`config.mk`:
```
export PLATFORM = sky130hd
export DESIGN_NAME = if_fetch_stage
export DESIGN_NICKNAME = d
export VERILOG_FILES = /design/src/rtl/if_fetch_stage_pkg.sv /design/src/rtl/if_fetch_stage.sv
export SDC_FILE = /design/constraint.sdc
export NUM_CORES = 1
export LEC_CHECK = 0
export CAP_MARGIN = 20
export CORE_ASPECT_RATIO = 2
export CORE_MARGIN = 4
export CORE_UTILIZATION = 40
export DETAILED_ROUTE_END_ITERATION = 16
export GPL_TIMING_DRIVEN = 0
export PLACE_DENSITY = 0.79
export SYNTH_ARGS = -nofsm -noshare
export SYNTH_HDL_FRONTEND = slang
export SYNTH_SLANG_ARGS = --single-unit
```
`constraint.sdc`:
```
create_clock -name clk -period 4.4 [get_ports clk]
set_input_delay 0.44 -clock clk [delete_from_list [all_inputs] [get_ports clk]]
set_output_delay 0.44 -clock clk [all_outputs]
set_load 0.1 [all_outputs]
```
`src/rtl/if_fetch_stage_pkg.sv`:
```
// Shared pipeline definitions for the instruction-fetch stage and its IF/ID neighbour.
package if_fetch_stage_pkg;

    localparam int unsigned STATE_W = 2;
    localparam int unsigned PC_INCR = 4;
    localparam logic [31:0] NOP_INSTR = 32'h0000_0000;

    typedef enum logic [STATE_W-1:0] {
        ST_IDLE = 2'd0,
        ST_REQ  = 2'd1,
        ST_WAIT = 2'd2,
        ST_HOLD = 2'd3
    } fetch_state_e;

endpackage

```
`src/rtl/if_fetch_stage.sv`:
```
// Instruction-fetch stage: owns the PC, issues one imem request at a time and holds
// the returned word until IF/ID consumes it; redirects squash any in-flight fetch.
module if_fetch_stage
    import if_fetch_stage_pkg::*;
#(
    parameter int unsigned     XLEN     = 32,
    parameter logic [XLEN-1:0] RESET_PC = '0
) (
    input  logic            clk,
    input  logic            rst,
    input  logic            PCWrite,
    input  logic            Redirect,
    input  logic [XLEN-1:0] RedirectPC,
    output logic            imem_req,
    output logic [XLEN-1:0] imem_addr,
    input  logic            imem_ready,
    input  logic            imem_rvalid,
    input  logic [XLEN-1:0] imem_rdata,
    output logic [XLEN-1:0] PC,
    output logic [XLEN-1:0] PCadderResult,
    output logic [XLEN-1:0] ReadData,
    output logic            FetchValid
);

    fetch_state_e    r_state;
    fetch_state_e    w_state_nxt;
    logic [XLEN-1:0] r_pc;
    logic [XLEN-1:0] w_pc_nxt;
    logic [XLEN-1:0] r_inst_buf;
    logic [XLEN-1:0] w_inst_buf_nxt;
    logic            r_discard;
    logic            w_discard_nxt;
    logic [XLEN-1:0] w_redir_pc;
    logic [XLEN-1:0] w_pc_inc;

    // Redirect targets are forced word-aligned; the PC increment wraps naturally.
    assign w_redir_pc = RedirectPC & ~XLEN'(3);
    assign w_pc_inc   = r_pc + XLEN'(PC_INCR);

    always_ff @(posedge clk or negedge rst) begin
        if (!rst) begin
            r_state    <= ST_IDLE;
            r_pc       <= RESET_PC;
            r_inst_buf <= XLEN'(NOP_INSTR);
            r_discard  <= 1'b0;
        end else begin
            r_state    <= w_state_nxt;
            r_pc       <= w_pc_nxt;
            r_inst_buf <= w_inst_buf_nxt;
            r_discard  <= w_discard_nxt;
        end
    end

    always_comb begin
        w_state_nxt    = r_state;
        w_pc_nxt       = r_pc;
        w_inst_buf_nxt = r_inst_buf;
        w_discard_nxt  = r_discard;
        case (r_state)
            ST_IDLE: begin
                w_state_nxt = ST_REQ;
                if (Redirect) w_pc_nxt = w_redir_pc;
            end
            ST_REQ: begin
                if (Redirect) begin
                    w_pc_nxt = w_redir_pc;
                end else if (imem_ready) begin
                    w_state_nxt = ST_WAIT;
                end
            end
            ST_WAIT: begin
                if (imem_rvalid) begin
                    w_state_nxt = ST_REQ;
                    if (r_discard) begin
                        w_discard_nxt = 1'b0;
                        if (Redirect) w_pc_nxt = w_redir_pc;
                    end else if (Redirect) begin
                        w_pc_nxt = w_redir_pc;
                    end else begin
                        w_inst_buf_nxt = imem_rdata;
                        w_state_nxt    = ST_HOLD;
                    end
                end else if (Redirect) begin
                    // Response still owed for the old address; drop it when it lands.
                    w_pc_nxt      = w_redir_pc;
                    w_discard_nxt = 1'b1;
                end
            end
            ST_HOLD: begin
                if (Redirect) begin
                    w_pc_nxt    = w_redir_pc;
                    w_state_nxt = ST_REQ;
                end else if (PCWrite) begin
                    w_pc_nxt    = w_pc_inc;
                    w_state_nxt = ST_REQ;
                end
            end
            default: w_state_nxt = ST_IDLE;
        endcase
    end

    assign imem_req      = (r_state == ST_REQ);
    assign imem_addr     = r_pc;
    assign PC            = r_pc;
    assign PCadderResult = w_pc_inc;
    assign FetchValid    = (r_state == ST_HOLD);
    assign ReadData      = FetchValid ? r_inst_buf : XLEN'(NOP_INSTR);

endmodule

```
# == Word level (Yosys, flattened, before mapping) ==
# Cells that the tools add are included.
# word_totals
elab_cells,37
out_inout_bits,130
register_bits,67
# classes
n_eq_ne,8
n_reduce_logical,7
mux,15
n_addsub,1
n_bitwise,2
# op_table
op,count
32-bit 2-to-1 mux,4
32-bit one-hot mux with 2 select lines,1
"32-bit by 3-bit adder with 32-bit output, second input constant",1
2-bit 2-to-1 mux,7
2-bit one-hot mux with 4 select lines,1
4-bit AND reduction,2
"2-bit equality test, second input constant",2
"2-bit by 1-bit inequality test with 1-bit output, second input constant",2
"2-bit inequality test, second input constant",2
2-bit AND reduction,2
"3-bit inequality test, second input constant",1
3-bit OR reduction,1
"2-bit by 1-bit equality test with 1-bit output, second input constant",1
2-bit zero test,1
1-bit 2-to-1 mux,2
1-bit NOT,2
2-bit nonzero test,1

# == Longest topological paths before layout ==
# Gate-level depths: netlist (run 1).
# depth
ltp_word,4
mapped_depth,8
ltp_nobuf,6

# == Least setup slack after synthesis (run 1) ==
# No wires, ideal clock.
# synth_path
kind,flip-flop to output port
startpoint,reg r_pc[11] (netlist: PC[11])
endpoint,out PCadderResult[31]
arrival_time_ns,3.779
n_path_buf,1
stages_incl_launch_ff,6
slack_ns,0.181
path_cell_list,dfrtp_1 buf_2 nand4_2 nor4_1 nor4b_1 xor2_1
# synth_via
elab_chain_len,1
# synth_lines
element,line,text
from (decl),if_fetch_stage.sv:27,logic [XLEN-1:0] r_pc;
from (signal assigned),if_fetch_stage.sv:48,r_pc <= w_pc_nxt;
32-bit by 3-bit adder with 32-bit output,if_fetch_stage.sv:38,assign w_pc_inc = r_pc + XLEN'(PC_INCR);
to (decl),if_fetch_stage.sv:20,"output logic [XLEN-1:0] PCadderResult,"
# No other way between the ends.

# == Final worst setup path (run 1) ==
# layout_path
startpoint,reg r_pc[8] (netlist: PC[8])
endpoint,out PCadderResult[31]
# The elaborated chain is that of the path after synthesis.

==> results of run 1 <==
## final cells by class
class / instances / area [µm²]
clock inverter: 4 / 28.8
inverter: 9 / 33.8
clock buffer: 12 / 246
fill: 831 / 3610
timing repair buffer: 191 / 1900
multi-input combinational: 302 / 2030
tap: 135 / 169
sequential: 65 / 1630
buffer: 72 / 435
## cells in the mapped netlist (2+ instances only)
cell type / count
clkbuf_2: 3
inv_1: 9
o31ai_1: 9
and4_1: 3
or3_1: 5
buf_4: 37
nand4_1: 12
and2_1: 33
a21oi_1: 4
a31oi_1: 15
xnor2_1: 26
buf_1: 4
nor4_1: 6
o21ai_0: 22
mux2_2: 33
buf_2: 6
xor2_1: 16
clkbuf_1: 20
dfrtp_1: 65
or4_1: 11
nand2_1: 34
buf_6: 2
nor3_1: 12
nand3_1: 12
ha_1: 4
nor2_1: 24
and3_1: 5
## flip-flops by register name (all words and copies together) (netlist names)
name        flops
PC             30
r_discard       1
r_inst_buf     32
r_state         2
## kinds of logic (layout without fill, tap and decap cells)
kind of cell    after synthesis  after routing  synth area share [%]
mux                          34             34                  9.30
simple gates                164            164                  21.8
other cells                   1              6                0.0914
flops                        65             65                  39.6
xor+xnor                     42             42                  8.97
buf+inv                      81            288                  11.4
compound gates               52             52                  7.53
fa+ha+maj                     4              4                  1.22
## power breakdown
part | internal (mW) | leakage [nW] | total, mW | switching [mW]
clock | 0.397 | 0.129 | 0.661 | 0.264
sequential | 0.789 | 0.801 | 0.912 | 0.124
combinational | 0.595 | 1.71 | 2.20 | 1.61
## routing by layer
layer  part of all wire [%]  track usage [%]  up-vias
li1                       -                -     1898
met1                     33             20.6     1871
met2                     55             41.5      183
met3                     10             9.23       20
met4                    1.6             8.52        0
met5                      0                0        -
## critical path, delay by kind of cell, from the launching register on
kind,cells,cell delay (ns)
xor gates and xnor gates,1,0.17
buffers and inverters,3,1.63
DFF,1,0.39
and+or+nand+nor,3,1.08
## worst paths after layout
kind / start / endpoint / slack [ns] / cells after the start
hold / removal: rst / r_inst_buf[7] / 0.22 / 1
hold reg to reg: r_inst_buf[20] / r_inst_buf[20] / 0.50 / 1
setup / recovery: PC[8] / PCadderResult[31] / 0.35 / 7
min in group clk: Redirect / r_discard / 0.50 / 3
max in group asynchronous: rst / r_inst_buf[20] / 3.60 / 1
setup reg to reg: r_state[0] / PC[31] / 2.06 / 8
==> results_dict.tcl, run 1 <==
set metrics [dict create \
    synth_cells 443 \
    worst_path_max_delay_cell "clkdlybuf4s50_1" \
    clock_path_buffers 2 \
    numPortBuffers 190 \
    ir_worst_vdd_v 0.000434 \
    grt_usage_pct 22.1 \
    ios 200 \
    fin_crit_ns 4.05 \
    yosysWarningCount 0 \
    async_flop_share_pct 100 \
    cp_max_fo 7 \
    route.detailed.drc 0 \
    end_kind "primary output" \
    status "finished, final reports clean" \
    synth_top_area_share_pct 39.6 \
    setup_viol 0 \
    ys_top_cells_by_area "dfrtp_1 (40%), mux2_2 (9.1%), buf_4 (6.8%)" \
    clock_sinks 65 \
    cp-start-kind "flop" \
    tightestPinTransition_ns 1.01 \
    hold_path.class "in2async" \
    antenna_left 0 \
    wl_mm 13.2 \
    dp_cells 774 \
    path_common_cell "buf_2" \
    fin_area_mm2 0.00647 \
    max_stage_delay_ns 1.14 \
    netlist_area_mm2 0.00410 \
    relSlewSlack_pct 32.5 \
    root_buffer "clkbuf_16" \
    cts_buffers 9 \
    place.gp.congestion 0.925 \
    seq_area_frac_synth_pct 39.6 \
    avgRoutedWirePerCell_um 16.7 \
    pre_cts_ws_ns 0.671 \
    post-route-period-util_pct 92.0 \
    antenna_found_initial 0 \
    synthFlopType "dfrtp_1" \
    synth_edf_count 0 \
    die_x_um 79.6 \
    post_layout_nonfiller_instances 790 \
    syn-mean-instance-area_um2 9.26 \
    power.leakage_nw 2.64 \
    num_vias 3972 \
    slew_viol_final 0 \
    fin_tns_setup_ns 0 \
    holdWs_ns 0.218 \
    grt_overflow 0 \
    fin_skew_ns 0.00660 \
    max_cap_viol_count 0 \
    cp.arrival_ns 3.61 \
    cts_tree "done" \
    fin_util_pct 64.2 \
    drive_gt1_share_pct 15.4 \
    nNetsFinal 724 \
    dp_hpwl_mm 10.6 \
    h-tree-depth 3 \
    synth_top_area_cell "dfrtp_1" \
    syn_to_final_growth_pct 57.7 \
    floorplan.initialDensity_pct 40.7 \
    ctsResizeCount 0 \
    hold_viol 0 \
    cts.clk_slew.worst_paths_ns 0.06 \
    first_iter_violations 151 \
    ys_types 38 \
    power_mw 3.77 \
    rsz0062_at_grt "no" \
    synth-seq-cells 65 \
    grt_pass1_vias 4321 \
    required_ns 3.96 \
    layout_setup_ws_ns 0.350 \
    insertion_delay_ns 0.33 \
    crit_chain "buf_2, nand4_1, nor4_1, buf_2, nor4b_1, xor2_1, clkdlybuf4s50_1" \
    grt_max_degree 66 \
    ctsHoldBuffers 0 \
    viasPerCell 5.03 \
    postCtsSetupRepairBufs 0 \
    grt_pass1_wl_mm 20.7 \
    path_class "reg2out" \
    core_mm2 0.0101 \
    std_cell_rows 52 \
    dpl_cell_area_mm2 0.00619 \
    dr.pass1.iters 4 \
    die_h_um 151 \
    fmax_mhz 247 \
    layout_commonest_cell "clkdlybuf4s50_1" \
    p_per_area_mw_per_mm2 583 \
    die-area_mm2 0.0120 \
    mostFrequentLayoutCells "clkdlybuf4s50_1 (189), dfrtp_1 (65), buf_4 (38), nand2_1 (34)" \
    antennaDiodeCount 0 \
]
No activity file was read; power rests on OpenSTA's default activity.
==> run 2, diff against run 1 <==
- SKIP_LAST_GASP: default -> 1
==> results of run 2 <==
Final layout, timing and power as in run 1 (identical DEF).
